==> config.mk <==
export PLATFORM = sky130hd
export DESIGN_NAME = signal_gen_dds
export DESIGN_NICKNAME = d
export VERILOG_FILES = /design/src/rtl/signal_gen_dds.sv
export SDC_FILE = /design/constraint.sdc
export NUM_CORES = 1
export LEC_CHECK = 0
export ABC_AREA = 1
export ABC_CLOCK_PERIOD_IN_PS = 2200
export BUFFER_PORTS_ARGS = -buffer_cell sky130_fd_sc_hd__buf_2
export CORE_AREA = 2 2 117 108
export CTS_CLUSTER_DIAMETER = 120
export DETAILED_ROUTE_END_ITERATION = 7
export DIE_AREA = 0 0 119 110
export PLACE_DENSITY = 0.81
export SYNTH_ARGS = -nofsm -noshare
export SYNTH_HDL_FRONTEND = slang
export SYNTH_SLANG_ARGS = --single-unit
==> constraint.sdc <==
create_clock -name clk50m -period 2.2 [get_ports clk50m]
set_input_delay 0.22 -clock clk50m [delete_from_list [all_inputs] [get_ports clk50m]]
set_output_delay 0.22 -clock clk50m [all_outputs]
set_load 0.05 [all_outputs]
==> src/rtl/signal_gen_dds.sv <==
// signal_gen_dds: direct-digital-synthesis core. A runtime tuning word steps a
// phase accumulator that addresses an external sine ROM and also yields
// sawtooth, triangle and square samples directly from phase.
// Optional feature macro: SIGNAL_GEN_DDS_AMPLITUDE_EN (adds amp_shift scaling).
// ROM_LAT counts the rom_addr register as the ROM's first latency cycle, so
// ROM_LAT-1 extra delay stages sit between stage 1 and the output register.
module signal_gen_dds #(
  parameter int unsigned PHASE_W     = 24,
  parameter int unsigned ADDR_W      = 10,
  parameter int unsigned DATA_W      = 16,
  parameter int unsigned ROM_LAT     = 1,
  parameter int unsigned FTW_DEFAULT = 256,
  parameter int unsigned FTW_STEP    = 16,
  parameter int unsigned FTW_MIN     = 16,
  parameter int unsigned FTW_MAX     = 2 ** (PHASE_W - 1)
) (
  input  logic               clk50m,
  input  logic               rst_n,
  input  logic               en,
  input  logic               phase_clr,
  input  logic               faster,
  input  logic               slower,
  input  logic [1:0]         mode,
`ifdef SIGNAL_GEN_DDS_AMPLITUDE_EN
  input  logic [2:0]         amp_shift,
`endif
  output logic [ADDR_W-1:0]  rom_addr,
  input  logic [DATA_W-1:0]  rom_data,
  output logic [DATA_W-1:0]  wave_out,
  output logic               wave_valid,
  output logic [PHASE_W-1:0] ftw_out,
  output logic               at_min,
  output logic               at_max,
  output logic               wrap
);

  localparam int unsigned     EW       = PHASE_W + 1;
  localparam logic [EW-1:0]   STEP_E   = EW'(FTW_STEP);
  localparam logic [EW-1:0]   MAX_E    = EW'(FTW_MAX);
  localparam logic [EW-1:0]   DN_LIMIT = EW'(FTW_MIN + FTW_STEP);
`ifdef SIGNAL_GEN_DDS_AMPLITUDE_EN
  localparam logic [DATA_W-1:0] MID    = {1'b1, {(DATA_W-1){1'b0}}};
`endif

  logic [PHASE_W-1:0] phase;
  logic [PHASE_W-1:0] ftw_nxt;
  logic [EW-1:0]      ftw_up;
  logic [EW-1:0]      acc_sum;
  logic [DATA_W-1:0]  p_c;
  logic [DATA_W-1:0]  dir_c;

  logic [1:0]         s1_mode;
  logic               s1_en;
  logic [DATA_W-1:0]  s1_dir;
  logic [1:0]         al_mode;
  logic               al_en;
  logic [DATA_W-1:0]  al_dir;
  logic [DATA_W-1:0]  x_c;
  logic [DATA_W-1:0]  y_c;
`ifdef SIGNAL_GEN_DDS_AMPLITUDE_EN
  logic [2:0]         s1_amp;
  logic [2:0]         al_amp;
  logic signed [DATA_W:0] diff_c;
  logic signed [DATA_W:0] scaled_c;
`endif

  assign at_min = (ftw_out == PHASE_W'(FTW_MIN));
  assign at_max = (ftw_out == PHASE_W'(FTW_MAX));

  // Saturating tuning-word update; the sum is one bit wider so it cannot wrap
  always_comb begin
    ftw_up  = {1'b0, ftw_out} + STEP_E;
    ftw_nxt = ftw_out;
    if (faster && !slower) begin
      ftw_nxt = (ftw_up > MAX_E) ? PHASE_W'(FTW_MAX) : ftw_up[PHASE_W-1:0];
    end else if (slower && !faster) begin
      ftw_nxt = ({1'b0, ftw_out} < DN_LIMIT) ? PHASE_W'(FTW_MIN)
                                             : ftw_out - PHASE_W'(FTW_STEP);
    end
  end

  assign acc_sum = {1'b0, phase} + {1'b0, ftw_out};

  // Tuning word and phase accumulator; carry-out marks one output period
  always_ff @(posedge clk50m or negedge rst_n) begin
    if (!rst_n) begin
      ftw_out <= PHASE_W'(FTW_DEFAULT);
      phase   <= '0;
      wrap    <= 1'b0;
    end else begin
      ftw_out <= ftw_nxt;
      if (phase_clr) begin
        phase <= '0;
        wrap  <= 1'b0;
      end else if (en) begin
        phase <= acc_sum[PHASE_W-1:0];
        wrap  <= acc_sum[PHASE_W];
      end else begin
        wrap  <= 1'b0;
      end
    end
  end

  // Direct waveforms derived from the current phase
  always_comb begin
    p_c = phase[PHASE_W-2 -: DATA_W];
    unique case (mode)
      2'd1:    dir_c = phase[PHASE_W-1 -: DATA_W];
      2'd2:    dir_c = phase[PHASE_W-1] ? ~p_c : p_c;
      2'd3:    dir_c = {DATA_W{phase[PHASE_W-1]}};
      default: dir_c = '0;
    endcase
  end

  // Stage 1: ROM address plus the side-band that must travel with it
  always_ff @(posedge clk50m or negedge rst_n) begin
    if (!rst_n) begin
      rom_addr <= '0;
      s1_mode  <= '0;
      s1_en    <= 1'b0;
      s1_dir   <= '0;
`ifdef SIGNAL_GEN_DDS_AMPLITUDE_EN
      s1_amp   <= '0;
`endif
    end else begin
      rom_addr <= phase[PHASE_W-1 -: ADDR_W];
      s1_mode  <= mode;
      s1_en    <= en;
      s1_dir   <= dir_c;
`ifdef SIGNAL_GEN_DDS_AMPLITUDE_EN
      s1_amp   <= amp_shift;
`endif
    end
  end

  generate
    if (ROM_LAT > 1) begin : g_delay
      // Extra stage matching the ROM's registered output
      always_ff @(posedge clk50m or negedge rst_n) begin
        if (!rst_n) begin
          al_mode <= '0;
          al_en   <= 1'b0;
          al_dir  <= '0;
`ifdef SIGNAL_GEN_DDS_AMPLITUDE_EN
          al_amp  <= '0;
`endif
        end else begin
          al_mode <= s1_mode;
          al_en   <= s1_en;
          al_dir  <= s1_dir;
`ifdef SIGNAL_GEN_DDS_AMPLITUDE_EN
          al_amp  <= s1_amp;
`endif
        end
      end
    end else begin : g_nodelay
      // ROM data already aligned with stage 1
      always_comb begin
        al_mode = s1_mode;
        al_en   = s1_en;
        al_dir  = s1_dir;
`ifdef SIGNAL_GEN_DDS_AMPLITUDE_EN
        al_amp  = s1_amp;
`endif
      end
    end
  endgenerate

  // Sample selection (and optional amplitude scaling about midscale)
  always_comb begin
    x_c = (al_mode == 2'd0) ? rom_data : al_dir;
`ifdef SIGNAL_GEN_DDS_AMPLITUDE_EN
    diff_c   = $signed({1'b0, x_c}) - $signed({1'b0, MID});
    scaled_c = diff_c >>> al_amp;
    y_c      = DATA_W'(scaled_c + $signed({1'b0, MID}));
`else
    y_c      = x_c;
`endif
  end

  // Output register: holds the last sample while the pipeline is idle
  always_ff @(posedge clk50m or negedge rst_n) begin
    if (!rst_n) begin
      wave_out   <= '0;
      wave_valid <= 1'b0;
    end else begin
      if (al_en) begin
        wave_out <= y_c;
      end
      wave_valid <= al_en;
    end
  end

endmodule

======== Word level (Yosys, flattened, before mapping) ========
Index checks and enable logic that the tools add are counted.
cells by class
  add/subtract/negate cells ............... 3
  order comparisons ....................... 2
  equality and inequality tests ........... 5
  multiplexer cells ....................... 11
  bitwise gates (word level) .............. 1
  reduce and logical (&&, ||, !) cells .... 7
operators by type and width
  operator               count
  $mux 24                6
  $pmux 16 s3            1
  $mux 16                2
  $add 24x24->25         1
  $add 24x5->25 const B  1
  $gt 25x24->1 const B   1
  $eq 24x24->1 const B   1
  $eq 24x5->1 const B    1
  $lt 24x6->1 const B    1
  $sub 24x5->24 const B  1
  $not 16->16            1
  $eq 2x2->1 const B     2
  $reduce_bool 2->1      2
  $eq 2x1->1 const B     1
  $logic_and 1x1->1      2
  $logic_not 1->1        2
  $logic_not 2->1        1
  $mux 1                 2
word-level totals
  register bits after elaboration ......... 95
  output and inout port bits .............. 54
  logic and storage cells ................. 38

======== Longest topological paths before layout ========
Gate-level depths: netlist of the first run.
  depth in word-level cells ............... 4
  gate-level depth with buffers ........... 16
  mapped depth without buffers ............ 16

======== Worst setup path after synthesis of the first run ========
OpenSTA, ideal clock, no wires.
  path type ............................... register to register
  from .................................... register ftw_out[5]
  to ...................................... register ftw_out[17]
  setup time .............................. 0.073 ns
  data arrival time ....................... 2.311 ns
  slack ................................... -0.184 ns
  cell stages (with the launch flop) ...... 15
  clock period less this slack ............ 2.384 ns
  cell sequence ........................... dfrtp_1 ha_1 nand2_1 nor2_2 nand2_2 nor2_1 nand2_1 nand2_1 nand3_1 nor2_2 nand3_2 nand2_4 buf_12 nand3_2 a21oi_2
between the ends
  longest elaborated chain between the ends .. 4
  elaborated cells between the ends (all ways) .. 8
ends and longest elaborated chain
  what                                     line    RTL
  start: declaration                       31      output logic [PHASE_W-1:0] ftw_out,
  start signal: assignment                 87      ftw_out <= PHASE_W'(FTW_DEFAULT);
  start signal: assignment                 91      ftw_out <= ftw_nxt;
  $add 24x5->25 (tied with other cells)    72      ftw_up = {1'b0, ftw_out} + STEP_E;
  $gt 25x24->1 or $mux 24 (tied branches)  75, 77
  $mux 24, on equally long branches        75, 76
  $mux 24 *                                74      if (faster && !slower) begin
Every way passes the cells marked *; elsewhere a longest branch is shown, timed or not. The select of a mux whose other input is x is not followed.
A chain may end at the register's enable or synchronous reset.

======== Worst setup path in the final report of the first run ========
  from .................................... register ftw_out[8]
  to ...................................... register ftw_out[4]
between the ends
  longest elaborated chain between the ends .. 4
  elaborated cells between the ends (all ways) .. 7
ends and longest elaborated chain
  what                                          line
  $add 24x5->25 or $lt 24x6->1 (tied branches)  72, 77
  $gt 25x24->1 or $mux 24 (tied branches)       75, 77
  $mux 24, on equally long branches             75, 76
  $mux 24 *                                     74
Marks and branches as above.

==> results.rst, run 1 <==
.. list-table::
   :header-rows: 1

   * - Metric
     - Value
   * - Outcome
     - completed
   * - Number of buffers on the longest clock path
     - 2
   * - Worst slew pin tran
     - 0.551 ns
   * - Via count of the first global-routing pass
     - 5781
   * - Final routed wirelength across all metal layers
     - 18.6 mm
   * - Share of the core filled with cells
     - 66.9%
   * - Port-buffer cells
     - 73
   * - Reg-to-Reg End
     - ftw_out[4]$_DFFE_PN0P_
   * - RSZ-0062 raised after global routing
     - true
   * - Pwr Density
     - 1350 mW/mm^2
   * - Antenna viol nets, final
     - 0
   * - CP endpoint
     - ftw_out[4]$_DFFE_PN0P_
   * - Placeable core area
     - 0.0118 mm^2
   * - Register-to-Register Setup Slack
     - 0.01 ns
   * - Critical path launch point
     - ftw_out[8]$_DFFE_PN1P_
   * - Synthesized flop and latch total
     - 90
   * - Top-area cell type share of the netlist area
     - 36.1%
   * - Maximum clock frequency
     - 0.457 GHz
   * - Met2 usage
     - 42.2%
   * - Synth area leader
     - sky130_fd_sc_hd__dfrtp_1
   * - Cell count of the worst hold path
     - 1
   * - Met3 Track Usage GR
     - 5.50%
   * - Final Power
     - 0.0107 W
   * - Hold slack
     - 0.0314 ns
   * - Most Crowded Layer GR
     - met2
   * - Origin of the critical flop-to-flop path
     - ftw_out[8]$_DFFE_PN1P_
   * - Layout Nets
     - 1062
   * - Most used flip-flop cell after synthesis
     - sky130_fd_sc_hd__dfrtp_1
   * - Final cycle utilization of the critical path
     - 99.5%
   * - Count of maximum capacitance violations
     - 0
   * - Post-Place Cell Area
     - 0.00704 mm^2
   * - Total negative slack
     - 0 ns
   * - Number of flops mapped to enable cells by yosys
     - 0
   * - Post-DR wirelength/cell
     - 15.8 um
   * - Floorplan die area
     - 0.0131 mm^2
   * - Post-DP HPWL
     - 13.2 mm
   * - Die extent in y
     - 110 um
   * - Average instance area after synthesis
     - 7.07 um^2
   * - Chip Width
     - 119 um
   * - Static power due to leakage
     - 3.94 nW
   * - Global route total overflow
     - 0
   * - Num CTS Buffers
     - 9
   * - Source-to-sink clock delay at the later pin of the worst-skew pair
     - 0.35 ns
   * - Total setup violations reported at the end of the flow
     - 0
   * - Count of different cell masters after synthesis
     - 43
   * - Relative slew slack
     - 63.3%
   * - Worst Path Class, Setup
     - reg2reg
   * - GRT Util Overall
     - 27.3%
   * - GR Util met1
     - 39.5%
   * - Number of DRC markers in iteration 0
     - 624
   * - Skew final
     - 0.0104 ns
   * - Number of max-slew violations in the final report
     - 0
   * - First-pass GRT wire length
     - 28.3 mm
   * - Clock edge transition at the registers on the reported setup and hold paths
     - 0.07 ns
   * - CTS Root Buffer Type
     - sky130_fd_sc_hd__clkbuf_16
   * - Final period demand of the worst path
     - 2.19 ns
   * - Worst Path Arrival
     - 2.48 ns
   * - TritonCTS sink count
     - 90
   * - Maximum fanout encountered on the critical timing path
     - 6
   * - Antenna violations before repair
     - 0
   * - Depth of the worst register-to-register path
     - 14
   * - Antenna Cells
     - 0
   * - Cell Rows
     - 38
   * - Largest net degree at the start of global routing
     - 51
   * - Effective utilization at floorplan
     - 52.1%
   * - Hold/Removal Path Class
     - in2reg
   * - Worst endpoint required time
     - 2.49 ns
   * - Maximum level of the CTS H-tree
     - 3
   * - Async S/R FF share, synth
     - 100%
   * - Yosys warning total
     - 0
   * - Final hold violation count
     - 0
   * - Type of origin of the critical path
     - register
   * - Netlist area before placement
     - 0.00616 mm^2
   * - Element type at the critical path end
     - register
   * - Fraction of layout instances using a drive strength above 1
     - 29.0%
   * - Area added between synthesis and finish
     - 28.5%
   * - Largest voltage drop on the vdd net
     - 0.677 mV
   * - Number of top-level design ports
     - 78
   * - Number of DRC violations after detailed routing
     - 0
   * - Post-route cell area
     - 0.00792 mm^2
   * - Cell types with the largest area share after synthesis
     - sky130_fd_sc_hd__dfrtp_1 36%, sky130_fd_sc_hd__nand2_1 13%, sky130_fd_sc_hd__nor2_1 7.2%
   * - Final RePlAce weighted congestion
     - 0.960
   * - TritonCTS clock tree
     - built
   * - Number of optimization iterations in the first detailed-route pass
     - 5
   * - Sequential-to-total area share from yosys stat
     - 36.6%
   * - Number of vias after detailed routing
     - 6539
   * - Via density
     - 5.56
   * - Synth Instances
     - 872
logic make-up after synthesis:
family	after synthesis	share of synthesized area (%)
simple gates	448	31.6
fa+ha+maj	26	5.28
buf+inv	127	8.57
xor+xnor	20	2.84
compound gates	160	15.1
flops	90	36.6
other cells	1	0.0608
routing by layer:
metal	wire length [um]	vias up
met4	325	0
li1	-	3143
met5	0	-
met1	8440	3062
met3	1580	33
met2	8220	301
final cells by class:
class	instances	area (um^2)
Clock buffer	9	225
Clock inverter	7	76.3
Fill cell	1000	3920
Inverter	91	342
Multi-Input combinational cell	662	3770
Sequential cell	90	2270
Tap cell	160	200
Timing Repair Buffer	158	1030
through the flow:
stage / worst slack, ns / std cells
after floorplan: -0.0131 / 876
after global placement: -0.0414 / 1134
after detailed placement: -0.0681 / 1134
after CTS: 0.00410 / 1161
after global routing: -0.113 / 1177
final: 0.0107 / 1177
critical path: stages (launching register included):
cell,delay [ns]
sky130_fd_sc_hd__dfstp_2,0.65
sky130_fd_sc_hd__nand2_4,0.11
sky130_fd_sc_hd__nor2_4,0.18
sky130_fd_sc_hd__nand2_4,0.08
sky130_fd_sc_hd__nor2_4,0.12
sky130_fd_sc_hd__nand2_2,0.07
sky130_fd_sc_hd__nand2_2,0.08
sky130_fd_sc_hd__nand3_2,0.11
sky130_fd_sc_hd__nor2_4,0.13
sky130_fd_sc_hd__nand3_4,0.18
sky130_fd_sc_hd__nand2_4,0.16
sky130_fd_sc_hd__nand2_1,0.06
sky130_fd_sc_hd__nand2_1,0.07
sky130_fd_sc_hd__nand2_1,0.06
sky130_fd_sc_hd__nand2_1,0.06
worst min-delay path by stage:
stage	to	start	slack, ns
2_1_floorplan	al_dir[0]$_DFF_PN0_	rst_n	-0.08
3_3_place_gp	ftw_out[4]$_DFFE_PN0P_	rst_n	0.23
3_5_place_dp	ftw_out[4]$_DFFE_PN0P_	rst_n	0.24
4_1_cts	al_en$_DFF_PN0_	en	0.03
5_1_grt	al_mode[1]$_DFF_PN0_	mode[1]	0.03
6_report	al_mode[1]$_DFF_PN0_	mode[1]	0.03
sequential cells by signal (all words and copies together) (netlist names):
register,count
phase,23
ftw_out,20
al_dir,16
wave_out,16
rom_addr,10
al_mode,2
al_en,1
wave_valid,1
wrap,1
repair_timing:
item | in CTS | in global routing
endpoints found under the setup margin | 23 | 35
cloned | 0 | 3
buffers inserted | 10 | 13
pin swaps | 2 | 17
resized for setup | 18 | 89
hold buffers | 1 | 0
endpoints found under the hold margin | 40 | 0
Yosys cell counts (3+ instances only):
| library cell | instances |
|---|---|
| sky130_fd_sc_hd__a21o_1 | 4 |
| sky130_fd_sc_hd__a21oi_1 | 59 |
| sky130_fd_sc_hd__a21oi_2 | 10 |
| sky130_fd_sc_hd__a31oi_1 | 19 |
| sky130_fd_sc_hd__buf_2 | 7 |
| sky130_fd_sc_hd__buf_4 | 7 |
| sky130_fd_sc_hd__clkbuf_1 | 21 |
| sky130_fd_sc_hd__dfrtp_1 | 89 |
| sky130_fd_sc_hd__ha_1 | 26 |
| sky130_fd_sc_hd__inv_1 | 87 |
| sky130_fd_sc_hd__nand2_1 | 212 |
| sky130_fd_sc_hd__nand2_2 | 4 |
| sky130_fd_sc_hd__nand3_1 | 65 |
| sky130_fd_sc_hd__nand3_2 | 11 |
| sky130_fd_sc_hd__nand4_1 | 14 |
| sky130_fd_sc_hd__nor2_1 | 118 |
| sky130_fd_sc_hd__nor2_2 | 5 |
| sky130_fd_sc_hd__nor2_4 | 3 |
| sky130_fd_sc_hd__nor3_1 | 7 |
| sky130_fd_sc_hd__nor4_1 | 3 |
| sky130_fd_sc_hd__o21ai_0 | 47 |
| sky130_fd_sc_hd__o21bai_1 | 3 |
| sky130_fd_sc_hd__o22ai_1 | 4 |
| sky130_fd_sc_hd__or2_2 | 3 |
| sky130_fd_sc_hd__xor2_1 | 19 |
where the power goes:
| part | total [W] | switching (W) | internal, W |
|---|---|---|---|
| clock network | 0.00159 | 0.000777 | 0.000815 |
| registers | 0.00269 | 0.000512 | 0.00218 |
| logic | 0.00641 | 0.00420 | 0.00221 |
cells in the final DEF, fill, tap and decap left out, types with 3 or more instances in the layout:
cell type                   netlist  routed
sky130_fd_sc_hd__nand4_1         14      14
sky130_fd_sc_hd__a31oi_1         19      19
sky130_fd_sc_hd__dfrtp_1         89      75
sky130_fd_sc_hd__inv_1           87      84
sky130_fd_sc_hd__nand3_2         11      14
sky130_fd_sc_hd__nor3_1           7       7
sky130_fd_sc_hd__buf_2            7      70
sky130_fd_sc_hd__clkbuf_16        0       9
sky130_fd_sc_hd__buf_4            7      84
sky130_fd_sc_hd__nand2_1        212     199
sky130_fd_sc_hd__nor2_1         118     106
sky130_fd_sc_hd__ha_4             0       5
sky130_fd_sc_hd__a21oi_2         10      27
sky130_fd_sc_hd__inv_2            2       5
sky130_fd_sc_hd__o21bai_1         3       3
sky130_fd_sc_hd__nand2_2          4      12
sky130_fd_sc_hd__nor2_2           5       9
sky130_fd_sc_hd__ha_1            26      19
sky130_fd_sc_hd__dfrtp_2          0      14
sky130_fd_sc_hd__nand2_4          1       8
sky130_fd_sc_hd__a21o_1           4       4
sky130_fd_sc_hd__a21oi_1         59      41
sky130_fd_sc_hd__o21ai_1          0       8
sky130_fd_sc_hd__or2_2            3       3
sky130_fd_sc_hd__o21ai_0         47      35
sky130_fd_sc_hd__o21ai_2          0       4
sky130_fd_sc_hd__nand3_1         65      61
sky130_fd_sc_hd__o22ai_1          4       4
sky130_fd_sc_hd__inv_8            0       3
sky130_fd_sc_hd__conb_1           1       5
sky130_fd_sc_hd__xor2_1          19      18
sky130_fd_sc_hd__nor2_4           3      11
No activity file was read; power rests on OpenSTA's default activity.
==> run 2, diff against run 1 <==
Settings changed: ABC_AREA 1 to 0, CORE_AREA 2 2 117 108 to 2 2 114 105, DIE_AREA 0 0 119 110 to 0 0 116 107.
==> run 2 against run 1 <==
  * The flow now finishes with violations (negative setup slack)
  * Register-to-register slack worse by 0.58 ns
  * Worst setup slack worse by 0.58 ns
  * Sequential power hardly changed
  * Clock skew hardly changed
  * Maximum frequency is 21% lower
  * Synthesized cell count is 27% lower
  * Critical path type unchanged
  * Highest routed layer unchanged
==> results.rst, run 2 <==
.. list-table::
   :header-rows: 1

   * - Metric
     - Value
   * - Outcome
     - finished with violations
   * - Failing checks
     - negative setup slack
   * - Maximum level of the CTS H-tree
     - 3 (unchanged)
   * - Largest register by flop count
     - phase
   * - Top-area cell type share of the netlist area
     - 38.1% (+1.9 points)
   * - Main combinational cell family by area after synthesis
     - simple AND/OR/NAND/NOR gates
   * - Final hold violation count
     - 0 (unchanged)
   * - Final period demand of the worst path
     - 2.77 ns (+0.582 ns)
   * - Final Power
     - 0.0118 W (+9.9%)
   * - Element type at the critical path end
     - register
   * - Number of top-level design ports
     - 78 (unchanged)
   * - Worst Path Arrival
     - 3.03 ns (+0.55 ns)
   * - Type of origin of the critical path
     - register
   * - Antenna violations before repair
     - 0 (unchanged)
   * - Pwr Density
     - 1370 mW/mm^2 (+1.8%)
   * - Antenna viol nets, final
     - 0 (unchanged)
   * - Share of cell area taken by muxes after synthesis
     - 6.41% (+6.4 points)
   * - Port-buffer cells
     - 73 (unchanged)
   * - Critical path's slowest cell
     - sky130_fd_sc_hd__or4b_4
   * - Relative slew slack
     - 36.7% (-27 points)
   * - Fraction of the mapped netlist area in compound gates
     - 19.2% (+4.1 points)
   * - Post-route cell area
     - 0.00855 mm^2 (+8.0%)
   * - Largest net degree at the start of global routing
     - 38 (-25%)
   * - Cell types with the largest area share after synthesis
     - sky130_fd_sc_hd__dfrtp_1 38%, sky130_fd_sc_hd__mux2i_1 5.6%, sky130_fd_sc_hd__ha_1 5.6%
   * - Post-DR wirelength/cell
     - 20.1 um (+27%)
   * - Global route total overflow
     - 0 (unchanged)
   * - CTS Root Buffer Type
     - sky130_fd_sc_hd__clkbuf_16
   * - Worst endpoint required time
     - 2.45 ns (-0.04 ns)
   * - Effective utilization at floorplan
     - 52.2% (+0.17 points)
   * - Most frequent cells in the layout
     - 162 x sky130_fd_sc_hd__buf_4, 74 x sky130_fd_sc_hd__dfrtp_1, 72 x sky130_fd_sc_hd__nor2_1
   * - Die extent in y
     - 107 um (-2.7%)
   * - Share of the core filled with cells
     - 76.3% (+9.4 points)
   * - Number of optimization iterations in the first detailed-route pass
     - 5 (unchanged)
   * - Worst Path Class, Setup
     - reg2reg
   * - Sequential-to-total area share from yosys stat
     - 38.5% (+1.9 points)
   * - Fraction of layout instances using a drive strength above 1
     - 43.1% (+14 points)
   * - Count of different cell masters after synthesis
     - 73 (+70%)
   * - Crit path setup slack, layout
     - -0.572 ns (-0.582 ns)
   * - Largest register FFs
     - 23 (unchanged)
   * - Clock edge transition at the registers on the reported setup and hold paths
     - 0.07 ns (about the same)
   * - Chip Width
     - 116 um (-2.5%)
   * - Number of DRC violations after detailed routing
     - 0 (unchanged)
   * - Synthesized flop and latch total
     - 90 (unchanged)
   * - Synth area leader
     - sky130_fd_sc_hd__dfrtp_1
   * - Area added between synthesis and finish
     - 46.1%
   * - Total negative slack
     - -13.32 ns (-13.32 ns)
   * - Synth Instances
     - 634 (-27%)
   * - Number of vias after detailed routing
     - 6230 (-4.7%)
   * - Post-DP HPWL
     - 13.7 mm (+3.9%)
   * - Cell Rows
     - 37 (-2.6%)
   * - Number of max-slew violations in the final report
     - 0 (unchanged)
   * - Post-Synth XOR/XNOR Area
     - 4.94% (+2.1 points)
   * - GRT Util Overall
     - 32.2% (+4.9 points)
   * - Origin of the critical flop-to-flop path
     - ftw_out[6]$_DFFE_PN0P_
   * - Hold/Removal Path Class
     - in2reg
   * - Crit-path max cell delay
     - 0.50 ns (-0.15 ns)
   * - Hold path start
     - mode[0]
   * - Number of flops mapped to enable cells by yosys
     - 0 (unchanged)
   * - Maximum clock frequency
     - 0.361 GHz (-21%)
   * - Via count of the first global-routing pass
     - 6077 (+5.1%)
   * - Static power due to leakage
     - 3.93 nW (-0.38%)
   * - Worst-path cell chain
     - buf_12, ha_4, and3_4, a221oi_4, o21ai_2, nand4_1, a311oi_2, a21oi_1, or4b_4, o311ai_2
   * - Reg-to-Reg End
     - phase[21]$_DFFE_PN0P_
   * - Total setup violations reported at the end of the flow
     - 38 (+38)
   * - Post-Place Cell Area
     - 0.00755 mm^2 (+7.3%)
   * - First-pass GRT wire length
     - 31.0 mm (+9.8%)
   * - Count of maximum capacitance violations
     - 0 (unchanged)
   * - Netlist area before placement
     - 0.00585 mm^2 (-5.1%)
   * - Fillers
     - 718 (-28%)
   * - Number of DRC markers in iteration 0
     - 696 (+12%)
   * - Most numerous cell in the Yosys netlist
     - sky130_fd_sc_hd__dfrtp_1
   * - Worst slew pin tran
     - 0.950 ns (+0.399 ns)
   * - Largest voltage drop on the vdd net
     - 1.25 mV (+84%)
   * - Register-to-Register Setup Slack
     - -0.57 ns (-0.58 ns)
   * - Placeable core area
     - 0.0112 mm^2 (-5.4%)
   * - Final routed wirelength across all metal layers
     - 20.5 mm (+10%)
   * - Yosys warning total
     - 0 (unchanged)
   * - Most common library cell in the layout ignoring fill and taps
     - sky130_fd_sc_hd__buf_4
   * - Leading cell types by count after synthesis
     - 89 x sky130_fd_sc_hd__dfrtp_1, 82 x sky130_fd_sc_hd__nor2_1, 45 x sky130_fd_sc_hd__a21oi_1
   * - Largest registers
     - phase: 23 flops, ftw_out: 20 flops
   * - Maximum fanout encountered on the critical timing path
     - 6 (unchanged)
   * - Average instance area after synthesis
     - 9.23 um^2 (+31%)
   * - Num CTS Buffers
     - 9 (unchanged)
   * - Layout Nets
     - 909 (-14%)
   * - Async S/R FF share, synth
     - 100% (unchanged)
   * - Number of buffers on the longest clock path
     - 2 (unchanged)
   * - Worst hold endpoint
     - al_mode[0]$_DFF_PN0_
   * - TritonCTS clock tree
     - built
   * - Via density
     - 6.11 (+9.9%)
   * - Final cycle utilization of the critical path
     - 126% (+26 points)
   * - Skew final
     - 0.00995 ns (-0.000427 ns)
   * - Source-to-sink clock delay at the later pin of the worst-skew pair
     - 0.35 ns (about the same)
   * - Cell count of the worst hold path
     - 1 (unchanged)
   * - Adder-cell area share of the yosys netlist
     - 5.56% (+0.28 points)
   * - Post-synthesis share of cell area spent on and, or, nand and nor gates
     - 20.8% (-11 points)
   * - TritonCTS sink count
     - 90 (unchanged)
   * - Hold slack
     - 0.154 ns (+0.122 ns)
   * - RSZ-0062 raised after global routing
     - true
   * - Antenna Cells
     - 0 (unchanged)
   * - Final RePlAce weighted congestion
     - 0.970 (+1.1%)
   * - Depth of the worst register-to-register path
     - 10 (-4)
   * - Floorplan die area
     - 0.0124 mm^2 (-5.2%)
   * - Most used flip-flop cell after synthesis
     - sky130_fd_sc_hd__dfrtp_1
-- run 2: cells by family after synthesis --
logic type	count (synthesis)
buffers and inverters	56
adder cells (fa/ha/maj)	26
AND/OR/NAND/NOR	229
AO/OA/AOI/OAI	162
XOR/XNOR	33
flip-flops	90
multiplexers	37
other	1
-- run 2: routing by layer --
metal | global-route usage (%) | wire length, um | vias to the layer above
met5 | 0 | 0 | -
met4 | 12.6 | 918 | 0
met3 | 6.78 | 1750 | 106
met2 | 52.8 | 9930 | 377
met1 | 41.7 | 7880 | 2980
li1 | - | - | 2767
-- run 2: worst max-delay path by stage --
stage / slack, ns / to / startpoint / cells past startpoint
5_1_grt: -0.65 / ftw_out[16]$_DFFE_PN0P_ / ftw_out[8]$_DFFE_PN1P_ / 11
3_3_place_gp: -0.45 / ftw_out[16]$_DFFE_PN0P_ / ftw_out[8]$_DFFE_PN1P_ / 9
3_5_place_dp: -0.55 / phase[21]$_DFFE_PN0P_ / ftw_out[4]$_DFFE_PN0P_ / 10
2_1_floorplan: -0.60 / ftw_out[20]$_DFFE_PN0P_ / ftw_out[10]$_DFFE_PN0P_ / 10
6_report: -0.57 / phase[21]$_DFFE_PN0P_ / ftw_out[6]$_DFFE_PN0P_ / 10
4_1_cts: -0.50 / phase[17]$_DFFE_PN0P_ / ftw_out[8]$_DFFE_PN1P_ / 9
-- run 2: per-stage QoR --
step                worst slack, ns  instances
finish                       -0.572       1020
global placement             -0.451        978
floorplan                    -0.601        638
CTS                          -0.504       1010
global route                 -0.651       1020
detailed placement           -0.548        978
-- run 2: layout make-up --
cell class	instances	area [um^2]	area share, %
repair buffers	252	1820	21.3
multi-input cells	492	3870	45.3
inverters	14	52.6	0.614
clock inverters	7	105	1.23
flip-flops and latches	90	2280	26.6
well taps	156	195	2.28
clock buffers	9	225	2.63
-- run 2: where the power goes --
group / total (W) / switching, W / internal [W]
logic: 0.00732 / 0.00418 / 0.00314
clock network: 0.00173 / 0.000715 / 0.00102
registers: 0.00270 / 0.000528 / 0.00218
total: 0.0118 / 0.00542 / 0.00633
-- run 2: repair_timing --
action / in CTS / in global routing
resized for setup: 62 / 38
hold buffers: 1 / 0
buffers inserted: 15 / 12
endpoints found under the setup margin: 38 / 38
endpoints found under the hold margin: 34 / 0
pin swaps: 20 / 26
-- run 2: worst max-delay path, delay by kind of cell, from the launching register on --
family	cells	cell delay, ns
AO/OA/AOI/OAI	5	0.85
AND/OR/NAND/NOR	3	0.93
buffers and inverters	1	0.15
flip-flops	1	0.49
adder cells (fa/ha/maj)	1	0.25
==> run 3, diff against run 2 <==
Settings changed: PLACE_DENSITY 0.81 to 0.73.
==> run 3 against run 2 <==
  * The run still ends with negative setup slack left
  * Critical path depth grew 1
  * Final area increased by 0.20%
  * Clock power hardly changed
  * Flip-flop and latch count stayed put
  * Hold slack lost 0.010 ns
  * Die area is the same
==> results.rst, run 3 (synthesis gave the netlist of run 2 again) <==
.. list-table::
   :header-rows: 1

   * - Metric
     - Value
   * - Maximum fanout encountered on the critical timing path
     - 6 (unchanged)
   * - Largest voltage drop on the vdd net
     - 1.40 mV (+12%)
   * - Number of optimization iterations in the first detailed-route pass
     - 7 (+2)
   * - Origin of the critical flop-to-flop path
     - ftw_out[8]$_DFFE_PN1P_
   * - Final routed wirelength across all metal layers
     - 18.6 mm (-9.2%)
   * - Share of the core filled with cells
     - 76.5% (+0.16 points)
   * - Cell count of the worst hold path
     - 1 (unchanged)
   * - Num CTS Buffers
     - 9 (unchanged)
   * - Final cycle utilization of the critical path
     - 126% (-0.26 points)
   * - Cell Rows
     - 37 (unchanged)
   * - Die extent in y
     - 107 um (unchanged)
   * - Largest register FFs
     - 23 (unchanged)
   * - Area added between synthesis and finish
     - 46.4%
   * - TritonCTS sink count
     - 90 (unchanged)
   * - Via density
     - 5.81 (-4.8%)
   * - Via count of the first global-routing pass
     - 6023 (-0.89%)
   * - Pwr Density
     - 1330 mW/mm^2 (-3.0%)
   * - Largest registers
     - phase: 23 flops, ftw_out: 20 flops
   * - CTS Root Buffer Type
     - sky130_fd_sc_hd__clkbuf_16
   * - Number of buffers on the longest clock path
     - 2 (unchanged)
   * - Worst Path Arrival
     - 3.01 ns (-0.02 ns)
   * - Final Power
     - 0.0114 W (-2.8%)
   * - Fraction of layout instances using a drive strength above 1
     - 42.4% (-0.66 points)
   * - Number of DRC markers in iteration 0
     - 451 (-35%)
   * - Outcome
     - finished with violations
   * - Worst endpoint required time
     - 2.44 ns (about the same)
   * - Relative slew slack
     - 62.1% (+25 points)
   * - Skew final
     - 0.0123 ns (+0.00235 ns)
   * - Worst slew pin tran
     - 0.567 ns (-0.383 ns)
   * - Placeable core area
     - 0.0112 mm^2 (unchanged)
   * - Count of maximum capacitance violations
     - 0 (unchanged)
   * - Clock edge transition at the registers on the reported setup and hold paths
     - 0.07 ns (about the same)
   * - Worst Path Class, Setup
     - reg2reg
   * - Antenna viol nets, final
     - 0 (unchanged)
   * - TritonCTS clock tree
     - built
   * - Post-DR wirelength/cell
     - 18.3 um (-8.9%)
   * - Maximum level of the CTS H-tree
     - 3 (unchanged)
   * - Crit path setup slack, layout
     - -0.566 ns (+0.00572 ns)
   * - Largest register by flop count
     - phase
   * - Depth of the worst register-to-register path
     - 11 (+1)
   * - First-pass GRT wire length
     - 29.7 mm (-4.4%)
   * - Number of top-level design ports
     - 78 (unchanged)
   * - Antenna violations before repair
     - 0 (unchanged)
   * - Floorplan die area
     - 0.0124 mm^2 (unchanged)
   * - Final RePlAce weighted congestion
     - 0.968 (-0.27%)
   * - Post-DP HPWL
     - 13.0 mm (-5.1%)
   * - Number of DRC violations after detailed routing
     - 0 (unchanged)
   * - Total negative slack
     - -13.78 ns (-0.469 ns)
   * - Fillers
     - 791 (+10%)
   * - Reg-to-Reg End
     - ftw_out[7]$_DFFE_PN0P_
   * - Most frequent cells in the layout
     - 149 x sky130_fd_sc_hd__buf_4, 77 x sky130_fd_sc_hd__nor2_1, 74 x sky130_fd_sc_hd__dfrtp_1
   * - Hold path start
     - mode[0]
   * - Layout Nets
     - 906 (-0.33%)
   * - Worst hold endpoint
     - al_mode[0]$_DFF_PN0_
   * - Number of vias after detailed routing
     - 5911 (-5.1%)
   * - Element type at the critical path end
     - register
   * - Port-buffer cells
     - 73 (unchanged)
   * - Static power due to leakage
     - 3.94 nW (+0.36%)
   * - Final period demand of the worst path
     - 2.77 ns (-0.00572 ns)
   * - Antenna Cells
     - 0 (unchanged)
   * - Final hold violation count
     - 0 (unchanged)
   * - Largest net degree at the start of global routing
     - 68 (+79%)
   * - Register-to-Register Setup Slack
     - -0.57 ns (about the same)
   * - Maximum clock frequency
     - 0.362 GHz (+0.21%)
   * - Source-to-sink clock delay at the later pin of the worst-skew pair
     - 0.36 ns (about the same)
   * - Most common library cell in the layout ignoring fill and taps
     - sky130_fd_sc_hd__buf_4
   * - Chip Width
     - 116 um (unchanged)
   * - Number of max-slew violations in the final report
     - 0 (unchanged)
   * - Failing checks
     - negative setup slack
   * - GRT Util Overall
     - 30.6% (-1.6 points)
   * - Hold/Removal Path Class
     - in2reg
   * - Total setup violations reported at the end of the flow
     - 36 (-5.3%)
   * - Type of origin of the critical path
     - register
   * - Effective utilization at floorplan
     - 52.2% (unchanged)
   * - RSZ-0062 raised after global routing
     - true
   * - Global route total overflow
     - 0 (unchanged)
==> run 3: cell types whose count changed in the layout (fill, tap and decap cells not counted), sizes merged <==
cell / change
buf: -3
inv: -1
clkinvlp: -1
clkbuf: +1
clkinv: +1
==> run 3: how the worst max path moves through the flow <==
stage	startpoint	depth (start not counted)	slack, ns	endpoint
floorplan	ftw_out[10]$_DFFE_PN0P_	10	-0.60	ftw_out[20]$_DFFE_PN0P_
global placement	ftw_out[8]$_DFFE_PN1P_	9	-0.48	ftw_out[6]$_DFFE_PN0P_
detailed placement	ftw_out[4]$_DFFE_PN0P_	10	-0.53	ftw_out[13]$_DFFE_PN0P_
CTS	ftw_out[8]$_DFFE_PN1P_	9	-0.50	ftw_out[16]$_DFFE_PN0P_
global route	ftw_out[8]$_DFFE_PN1P_	11	-0.69	ftw_out[7]$_DFFE_PN0P_
finish	ftw_out[8]$_DFFE_PN1P_	11	-0.57	ftw_out[7]$_DFFE_PN0P_
==> run 3: area by class of cell <==
| cell class | instances | area, um^2 | area share, % |
|---|---|---|---|
| Clock buffer | 10 | 229 | 2.67 |
| Clock inverter | 6 | 97.6 | 1.14 |
| Inverter | 14 | 52.6 | 0.613 |
| Multi-Input combinational cell | 492 | 3860 | 45.1 |
| Sequential cell | 90 | 2280 | 26.6 |
| Tap cell | 156 | 195 | 2.28 |
| Timing Repair Buffer | 249 | 1850 | 21.6 |
==> run 3: critical path, stage by stage, from the launching register on <==
cell	delay, ns
sky130_fd_sc_hd__dfstp_4	0.67
sky130_fd_sc_hd__nand2_4	0.09
sky130_fd_sc_hd__or3_4	0.38
sky130_fd_sc_hd__a211oi_2	0.31
sky130_fd_sc_hd__a211o_1	0.23
sky130_fd_sc_hd__a2111oi_4	0.08
sky130_fd_sc_hd__buf_4	0.17
sky130_fd_sc_hd__buf_4	0.14
sky130_fd_sc_hd__buf_6	0.12
sky130_fd_sc_hd__o21ai_1	0.11
sky130_fd_sc_hd__a21oi_1	0.08
sky130_fd_sc_hd__o32a_1	0.28
==> run 3: metal layers <==
layer	wire, um	global-route usage (%)	vias to the layer above
met2	9180	51.1	258
met1	7790	39.8	2856
met3	1190	5.37	41
li1	-	-	2756
met4	442	11.2	0
met5	0	0	-
==> run 3: through the flow <==
| step | hold slack [ns] | setup slack [ns] | std cells | instance area (um^2) |
|---|---|---|---|---|
| after floorplan | -0.0756 | -0.601 | 638 | 6050 |
| after global placement | 0.168 | -0.478 | 977 | 7570 |
| after detailed placement | 0.175 | -0.534 | 977 | 7570 |
| after CTS | 0.124 | -0.503 | 1008 | 8340 |
| after global routing | 0.147 | -0.686 | 1017 | 8570 |
| final | 0.144 | -0.566 | 1017 | 8570 |
==> run 3: power by group <==
| part | switching, W | internal (W) | total (W) | leakage, nW |
|---|---|---|---|---|
| sequential | 0.000539 | 0.00218 | 0.00272 | 1.14 |
| clock | 0.000708 | 0.00101 | 0.00172 | 0.160 |
| combinational | 0.00393 | 0.00306 | 0.00699 | 2.64 |
==> run 3: what timing repair did <==
item	4_1_cts	5_1_grt
gates resized for setup	72	30
endpoints found under the hold margin	22	0
pin swaps	35	29
setup buffers	16	11
hold buffers	1	0
endpoints found under the setup margin	37	37
